## src/rtl/id_stage_if.sv

```systemverilog
// id_stage_if: fetch-side and execute-side handshake bundle of the decode stage.
// Both sides use valid/ready: a beat transfers on a rising edge where valid and
// ready are both high; the producer holds valid and payload stable until then.
interface id_stage_if #(
    parameter int XLEN  = 32,
    parameter int RADDR = 6,
    parameter int OPW   = 4
);
    logic             in_valid;
    logic             in_ready;
    logic [XLEN-1:0]  in_pc;
    logic [XLEN-1:0]  in_inst;
    logic             in_svpc;
    logic             out_valid;
    logic             out_ready;
    logic [XLEN-1:0]  out_pc;
    logic [XLEN-1:0]  out_lhs;
    logic [XLEN-1:0]  out_rhs;
    logic [XLEN-1:0]  out_imm;
    logic [OPW-1:0]   out_opcode;
    logic [RADDR-1:0] out_rd;

    // Fetch/execute environment side
    modport master (
        output in_valid, in_pc, in_inst, in_svpc, out_ready,
        input  in_ready, out_valid, out_pc, out_lhs, out_rhs, out_imm,
               out_opcode, out_rd
    );

    // Decode stage side
    modport slave (
        input  in_valid, in_pc, in_inst, in_svpc, out_ready,
        output in_ready, out_valid, out_pc, out_lhs, out_rhs, out_imm,
               out_opcode, out_rd
    );
endinterface

```

## src/rtl/id_stage.sv

```systemverilog
// id_stage: instruction decode stage with register file, load-use interlock,
// flush and saturating stall counter. Optional macro ID_BYPASS_EN makes a
// same-cycle write-back visible to the register reads.
module id_stage #(
    parameter int XLEN  = 32,
    parameter int RADDR = 6,
    parameter int OPW   = 4,
    parameter int SCW   = 16
) (
    input  logic             clk,
    input  logic             rst,
    id_stage_if.slave        bus,
    input  logic             ex_load,
    input  logic [RADDR-1:0] ex_rd,
    input  logic             wb_en,
    input  logic [RADDR-1:0] wb_rd,
    input  logic [XLEN-1:0]  wb_data,
    input  logic             flush,
    output logic [SCW-1:0]   stall_cnt
);
    localparam int NREG = 2 ** RADDR;
    localparam int F    = XLEN - OPW;
    localparam int IWL  = F - RADDR;      // long immediate width (inst[0]=1)
    localparam int IWS  = F - 2 * RADDR;  // short immediate width (inst[0]=0)

`ifdef ID_BYPASS_EN
    localparam bit BYPASS = 1'b1;
`else
    localparam bit BYPASS = 1'b0;
`endif

    logic [XLEN-1:0]  regs [NREG];
    logic [OPW-1:0]   opcode;
    logic [RADDR-1:0] rd, rs1, rs2;
    logic [XLEN-1:0]  imm, imm_long, imm_short;
    logic [XLEN-1:0]  rs1_val, rs2_val, lhs;
    logic             hazard, accept;

    assign opcode    = bus.in_inst[XLEN-1 -: OPW];
    assign rd        = bus.in_inst[F-1 -: RADDR];
    assign rs1       = bus.in_inst[F-RADDR-1 -: RADDR];
    assign rs2       = bus.in_inst[F-2*RADDR-1 -: RADDR];
    assign imm_long  = {{(XLEN-IWL){bus.in_inst[IWL-1]}}, bus.in_inst[IWL-1:0]};
    assign imm_short = {{(XLEN-IWS){bus.in_inst[IWS-1]}}, bus.in_inst[IWS-1:0]};
    assign imm       = bus.in_inst[0] ? imm_long : imm_short;

    // Register reads: r0 is hardwired zero; optional write-back forwarding
    always_comb begin
        rs1_val = regs[rs1];
        rs2_val = regs[rs2];
        if (BYPASS && wb_en && (wb_rd != '0) && (wb_rd == rs1)) rs1_val = wb_data;
        if (BYPASS && wb_en && (wb_rd != '0) && (wb_rd == rs2)) rs2_val = wb_data;
        if (rs1 == '0) rs1_val = '0;
        if (rs2 == '0) rs2_val = '0;
    end

    assign lhs = bus.in_svpc ? bus.in_pc : rs1_val;

    // Load-use interlock: rs1 only matters when it actually feeds lhs
    assign hazard = bus.in_valid && ex_load && (ex_rd != '0) &&
                    ((ex_rd == rs2) || ((ex_rd == rs1) && !bus.in_svpc));

    assign bus.in_ready = !flush && !hazard && (!bus.out_valid || bus.out_ready);
    assign accept       = bus.in_valid && bus.in_ready;

    // Register file write-back; writes to r0 are dropped
    always_ff @(posedge clk or posedge rst) begin
        if (rst) begin
            for (int i = 0; i < NREG; i++) regs[i] <= '0;
        end else if (wb_en && (wb_rd != '0)) begin
            regs[wb_rd] <= wb_data;
        end
    end

    // Output pipeline register: flush wins, then accept, then consume
    always_ff @(posedge clk or posedge rst) begin
        if (rst) begin
            bus.out_valid  <= 1'b0;
            bus.out_pc     <= '0;
            bus.out_lhs    <= '0;
            bus.out_rhs    <= '0;
            bus.out_imm    <= '0;
            bus.out_opcode <= '0;
            bus.out_rd     <= '0;
        end else if (flush) begin
            bus.out_valid  <= 1'b0;
        end else if (accept) begin
            bus.out_valid  <= 1'b1;
            bus.out_pc     <= bus.in_pc;
            bus.out_lhs    <= lhs;
            bus.out_rhs    <= rs2_val;
            bus.out_imm    <= imm;
            bus.out_opcode <= opcode;
            bus.out_rd     <= rd;
        end else if (bus.out_ready) begin
            bus.out_valid  <= 1'b0;
        end
    end

    // Count interlock cycles, sticking at all-ones
    always_ff @(posedge clk or posedge rst) begin
        if (rst) begin
            stall_cnt <= '0;
        end else if (hazard && (stall_cnt != '1)) begin
            stall_cnt <= stall_cnt + SCW'(1);
        end
    end
endmodule

```

## src/flat_wrapper.sv

```systemverilog
// flat-port wrapper written by rule: the top's interface ports become plain ports
module id_stage_flat 
#(
    parameter int XLEN  = 32,
    parameter int RADDR = 6,
    parameter int OPW   = 4,
    parameter int SCW   = 16
)
  (clk, rst, ex_load, ex_rd, wb_en, wb_rd, wb_data, flush, stall_cnt, bus_in_valid, bus_in_pc, bus_in_inst, bus_in_svpc, bus_out_ready, bus_in_ready, bus_out_valid, bus_out_pc, bus_out_lhs, bus_out_rhs, bus_out_imm, bus_out_opcode, bus_out_rd);
  id_stage_if #(.XLEN(XLEN), .RADDR(RADDR), .OPW(OPW)) bus_i ();
  input  logic clk;
  input  logic rst;
  input  logic ex_load;
  input  logic [RADDR-1:0] ex_rd;
  input  logic wb_en;
  input  logic [RADDR-1:0] wb_rd;
  input  logic [XLEN-1:0] wb_data;
  input  logic flush;
  output logic [SCW-1:0] stall_cnt;
  input wire logic [$bits(bus_i.in_valid)-1:0] bus_in_valid;
  input wire logic [$bits(bus_i.in_pc)-1:0] bus_in_pc;
  input wire logic [$bits(bus_i.in_inst)-1:0] bus_in_inst;
  input wire logic [$bits(bus_i.in_svpc)-1:0] bus_in_svpc;
  input wire logic [$bits(bus_i.out_ready)-1:0] bus_out_ready;
  output wire logic [$bits(bus_i.in_ready)-1:0] bus_in_ready;
  output wire logic [$bits(bus_i.out_valid)-1:0] bus_out_valid;
  output wire logic [$bits(bus_i.out_pc)-1:0] bus_out_pc;
  output wire logic [$bits(bus_i.out_lhs)-1:0] bus_out_lhs;
  output wire logic [$bits(bus_i.out_rhs)-1:0] bus_out_rhs;
  output wire logic [$bits(bus_i.out_imm)-1:0] bus_out_imm;
  output wire logic [$bits(bus_i.out_opcode)-1:0] bus_out_opcode;
  output wire logic [$bits(bus_i.out_rd)-1:0] bus_out_rd;
  assign bus_i.in_valid = bus_in_valid;
  assign bus_i.in_pc = bus_in_pc;
  assign bus_i.in_inst = bus_in_inst;
  assign bus_i.in_svpc = bus_in_svpc;
  assign bus_i.out_ready = bus_out_ready;
  assign bus_in_ready = bus_i.in_ready;
  assign bus_out_valid = bus_i.out_valid;
  assign bus_out_pc = bus_i.out_pc;
  assign bus_out_lhs = bus_i.out_lhs;
  assign bus_out_rhs = bus_i.out_rhs;
  assign bus_out_imm = bus_i.out_imm;
  assign bus_out_opcode = bus_i.out_opcode;
  assign bus_out_rd = bus_i.out_rd;
  id_stage #(.XLEN(XLEN), .RADDR(RADDR), .OPW(OPW), .SCW(SCW)) u_core (.clk(clk), .rst(rst), .bus(bus_i), .ex_load(ex_load), .ex_rd(ex_rd), .wb_en(wb_en), .wb_rd(wb_rd), .wb_data(wb_data), .flush(flush), .stall_cnt(stall_cnt));
endmodule
```

## config.mk

```make
export PLATFORM = sky130hd
export DESIGN_NAME = id_stage_flat
export DESIGN_NICKNAME = d
export VERILOG_FILES = /design/src/rtl/id_stage_if.sv /design/src/rtl/id_stage.sv /design/src/flat_wrapper.sv
export SDC_FILE = /design/constraint.sdc
export NUM_CORES = 2
export LEC_CHECK = 0
export ABC_CLOCK_PERIOD_IN_PS = 70600
export BUFFER_PORTS_ARGS = -buffer_cell sky130_fd_sc_hd__buf_2
export CAP_MARGIN = 10
export CELL_PAD_IN_SITES_DETAIL_PLACEMENT = 0
export CELL_PAD_IN_SITES_GLOBAL_PLACEMENT = 1
export CORE_ASPECT_RATIO = 0.9
export CORE_UTILIZATION = 40
export CTS_BUF_LIST = sky130_fd_sc_hd__clkbuf_8
export CTS_CLUSTER_SIZE = 25
export DETAILED_ROUTE_END_ITERATION = 10
export PLACE_DENSITY_LB_ADDON = 0.25
export SLEW_MARGIN = 10
export SYNTH_ARGS = -nofsm -noshare
export SYNTH_HDL_FRONTEND = slang
export SYNTH_SLANG_ARGS = --single-unit
export TNS_END_PERCENT = 1
```

## constraint.sdc

```tcl
create_clock -name clk -period 70.6 [get_ports clk]
set_clock_uncertainty 0.2 [all_clocks]
set_input_delay 7.06 -clock clk [delete_from_list [all_inputs] [get_ports clk]]
set_output_delay 7.06 -clock clk [all_outputs]
set_load 0.05 [all_outputs]
```

# After elaboration in Yosys (flattened, before gate mapping)
# Cells that the tools add are included.
dict set report word_totals {
  ff_bits 2203
  latchBits 0
  mem_bits_rw 0
  mem_bits_ro 0
  output_inout_bits 156
  mem_count 0
}
dict set report op_classes {
  add_sub_neg 1
  multipliers 0
  div 0
  magnitude_cmp 4
  eq_ne 3
  shift 0
  muxes 16
  bitwise_logic 4
  n_reduce_logical 22
}
# op n
set ops {}
lappend ops {{$bwmux 2048} 1}
lappend ops {{$bmux 32 s6} 2}
lappend ops {{$mux 32} 9}
lappend ops {{$demux 32 s6} 1}
lappend ops {{$ge 7x7->1 const B} 3}
lappend ops {{$not 6->7} 3}
lappend ops {{$add 16x1->16 const B} 1}
lappend ops {{$ne 16x16->1 const B} 1}
lappend ops {{$eq 6x6->1} 2}
lappend ops {{$logic_not 6->1} 2}
lappend ops {{$reduce_bool 6->1} 2}
lappend ops {{$logic_and 1x1->1} 10}
lappend ops {{$lt 7x1->1 const B} 1}
lappend ops {{$logic_not 1->1} 4}
lappend ops {{$mux 1} 3}
lappend ops {{$reduce_bool 3->1} 1}
lappend ops {{$logic_or 1x1->1} 2}
lappend ops {{$reduce_and 2->1} 1}
lappend ops {{$not 1->1} 1}

# Depth between registers and ports, before layout
dict set report depth {
  word_depth 10
  depth_mapped 12
  depth_no_buf 6
}

# Least setup slack after synthesis
# No wires, ideal clock.
dict set report synth_path {
  path_kind {input port to output port}
  startpoint {input bus_in_inst[21]}
  endpoint {output bus_in_ready}
  arrival_time_ns 8.583
  path_slack_ns 54.757
  cell_stages 6
  cell_sequence {buf_2 -> xor2_1 -> or4_1 -> o22ai_2 -> nand2_1 -> and2_1}
}
dict set report synth_via {
  elab_chain_cells 7
}
# element line
set synth_lines {}
lappend synth_lines {{start: declaration} flat_wrapper.sv:22} ;# input wire logic [$bits(bus_i.in_inst)-1:0] bus_in_inst;
lappend synth_lines {{$eq 6x6->1} id_stage.sv:61} ;# ((ex_rd == rs2) || ((ex_rd == rs1) && !bus.in_svpc));
lappend synth_lines {{$logic_and 1x1->1} id_stage.sv:61}
lappend synth_lines {{$logic_or 1x1->1} id_stage.sv:61}
lappend synth_lines {{$logic_and 1x1->1} id_stage.sv:60} ;# assign hazard = bus.in_valid && ex_load && (ex_rd != '0) &&
lappend synth_lines {{$logic_not 1->1} id_stage.sv:63} ;# assign bus.in_ready = !flush && !hazard && (!bus.out_valid || bus.out_ready);
lappend synth_lines {{$logic_and 1x1->1 (2 in a row)} id_stage.sv:63}
lappend synth_lines {{end: declaration} flat_wrapper.sv:25} ;# output wire logic [$bits(bus_i.in_ready)-1:0] bus_in_ready;
# No other way between the ends.

# Worst setup path in the final report
# Same ends and word-level chain as after synthesis.

==> out/qor.yml <==
flow_run:
  maxCapViolations: 0
clocking:
  cts-resized-gates: 0
  cts-root-buf: "clkbuf_8"
  holdBufCountCts: 0
  cts.reportedPaths.clkPinSlew_ns: 0.05
  clock_latency_ns: 1.14
  cts_max_path_buffers: 4
  numCtsBuffers: 400
  post_cts_buffers: 0
  cts_tree: "built"
  cts_sinks: 2193
  cts_max_level: 5
finish:
  drive_gt1_frac: 0.519
  syn2layout_area_growth_pct: 10.9
  final_cells: 11900
  nNetsFinal: 7949
  fin_area_sq_um: 127000
  fillers: 25405
worst_setup_path:
  critPathRequiredTime_ns: 63.34
  rr_startpoint: "u_core.bus.out_valid$_DFFE_PP0P_"
  slowest_delay_ns: 0.75
  r2r_cells: 8
  cp-end-kind: "primary output"
  crit_fanout: 17
  path_class: "input pin to primary output"
  critPathLaunchType: "input pin"
  path_cells: "buf_2 -> buf_4 -> xor2_1 -> or4_1 -> o22ai_2 -> nand2_1 -> and2_1 -> buf_2"
  worstReg2RegEnd: "u_core.bus.out_lhs[6]$_DFFE_PP0P_"
  cpMostUsedCell: "buf_2"
  cp_slowest_cell: "o22ai_2"
  r2r_setup_slack_ns: 67.03
  crit_arrival_ns: 9.88
route:
  vias: 75732
  vias_per_cell: 6.36
  firstDrtPassIters: 5
  drtIter0Drc: 7702
  wire_per_inst_microns: 34.9
  detail-route-antenna-nets: 0
  drc: 0
  wl_microns: 415000
global_route:
  top_usage_layer: "met2"
  gr-usage-all-layers: 0.285
  antenna_found_initial: 40
  met2_usage: 0.434
  overflow: 0
  grt_use_met1: 0.388
  grt_pass1_vias: 77734
  use_met3: 0.0712
  grt_pass1_wl_microns: 592000
  grt_max_degree: 104
synthesis:
  synth_largest_area_cell: "dfrtp_1"
  synth_seq_cells: 2193
  synthMuxAreaShare: 0.427
  yosys.area_share.simple: 0.0244
  yosys-top-cells-count: "dfrtp_1, mux2_2, mux4_2, mux2i_1, clkbuf_1"
  synth_cells: 7784
  synth_nets: 7901
  synth.top_cell.area_share: 0.477
  async_flop_share: 1.00
  ys.flop_type: "dfrtp_1"
  synth_edf_count: 0
  synthTopCellsByArea: "dfrtp_1, mux2_2, mux4_2, mux2i_1, clkbuf_1"
  yosysWarnings: 0
  syn_area_per_cell_sq_um: 14.8
  synth_cell_types: 66
  synth_top_family_by_area: "multiplexers"
  yosysSeqAreaShare: 0.477
  synth-xor-area-share: 0.00198
  synth-adder-area-share: 0.000109
  post-synth-top-count-cell: "dfrtp_1"
  syn_area_sq_um: 115000
  synth-compound-area-share: 0.0353
place:
  hpwl_microns: 238000
  io_buffers: 271
  dpl_cell_area_sq_um: 120000
  gp_congestion: 0.835
  place_inst: 11189
floorplan:
  die-area_sq_um: 290000
  rows: 186
  die_y_microns: 511
  design.core.area_sq_um: 286000
  dieWidth_microns: 567
  initial_core_util: 0.403
  io_pins: 272
hold_path:
  whs_endpoint: "u_core.regs[2043]$_DFFE_PP0P_"
  hold_depth: 0
  hold_class: "register to register"
  hp-start: "u_core.regs[2043]$_DFFE_PP0P_"
sta:
  hold_slack_ns: 0.194
  fmax_ghz: 0.0584
  relSlewSlack: 0.108
  rsz0062_at_grt: "no"
  period_minus_slack_ns: 17.14
  report.final.slew_viol_count: 0
  final_hold_viol_count: 0
  fin_crit_sh: 0.243
  tightestPinTransition_ns: 1.32
  tns_ns: 0
  finalSetupViolCount: 0
power:
  vdd_drop_max_uv: 23.8
  total_leakage_power_uw: 0.0580
  p_per_area_nw_per_um2: 26.4
  finalPower_uw: 3360
status:
  outcome: "finished, final reports clean"
==> placed cells by master, fill, tap and decap left out, types with 50 or more instances in the layout <==
cell type  count
inv_1        145
o22ai_1       58
a21oi_1      137
dfrtp_1     2193
clkbuf_8     494
clkinv_2      50
buf_4        232
nor2_1        73
mux2_2      2064
o21ai_0       78
mux4_2       963
a22oi_1      122
mux2i_1      415
nand2_1      323
buf_2        261
==> kinds of logic (layout without fill, tap and decap cells) <==
logic type,count (synthesis),after routing
XOR/XNOR,26,26
AND/OR/NAND/NOR,637,637
multiplexers,3442,3442
AO/OA/AOI/OAI,615,615
adder cells (fa/ha/maj),1,1
flip-flops,2193,2193
buffers and inverters,870,1209
other,0,17
==> where the power goes <==
group	switching (uW)	total, uW	internal, uW
clock	553	1190	640
sequential	126	1550	1420
combinational	311	621	310
==> worst max-delay path by stage <==
stage,endpoint,from,slack [ns],cells past startpoint
final,bus_in_ready,bus_in_inst[21],53.46,8
after floorplan,u_core.bus.out_imm[0]$_DFFE_PP0P_,rst,1.38,1
after CTS,bus_in_ready,bus_in_inst[21],53.53,8
after detailed placement,bus_in_ready,bus_in_inst[21],53.54,8
after global routing,bus_in_ready,bus_in_inst[21],53.49,8
after global placement,bus_in_ready,bus_in_inst[21],53.44,8
==> routing by layer <==
metal	routed length (microns)	part of all wire
met5	50	0.00012
met4	17900	0.043
met3	34400	0.083
met2	188000	0.45
met1	174000	0.42
==> flip-flops by register name, summed over array words and instances (netlist names) <==
register               count
u_core.bus.out_imm        22
u_core.bus.out_lhs        32
u_core.bus.out_opcode      4
u_core.bus.out_pc         32
u_core.bus.out_rd          6
u_core.bus.out_rhs        32
u_core.bus.out_valid       1
u_core.regs             2048
u_core.stall_cnt          16
==> cell type report <==
cell class,instances,area [sq um],share of cell area
multi-input combinational,4721,56700,0.445
sequential,2193,54900,0.431
clock buffer,494,6800,0.0533
tap,3760,4700,0.0369
timing repair buffer,509,3320,0.0261
clock inverter,199,938,0.00736
antenna,17,42.5,0.000334
inverter,7,37.5,0.000294
==> worst max-delay path, delay by kind of cell <==
family	cells	cell delay (ns)
AO/OA/AOI/OAI	1	0.75
buffers and inverters	3	0.68
XOR/XNOR	1	0.14
AND/OR/NAND/NOR	3	1.22
==> through the flow <==
stage | worst slack [ns] | utilization
after floorplan | 1.38 | -
after global placement | 53.44 | 0.419
after detailed placement | 53.54 | 0.419
after CTS | 53.53 | 0.446
after global routing | 53.49 | 0.446
final | 53.46 | 0.446
No activity file was read; power rests on OpenSTA's default activity.
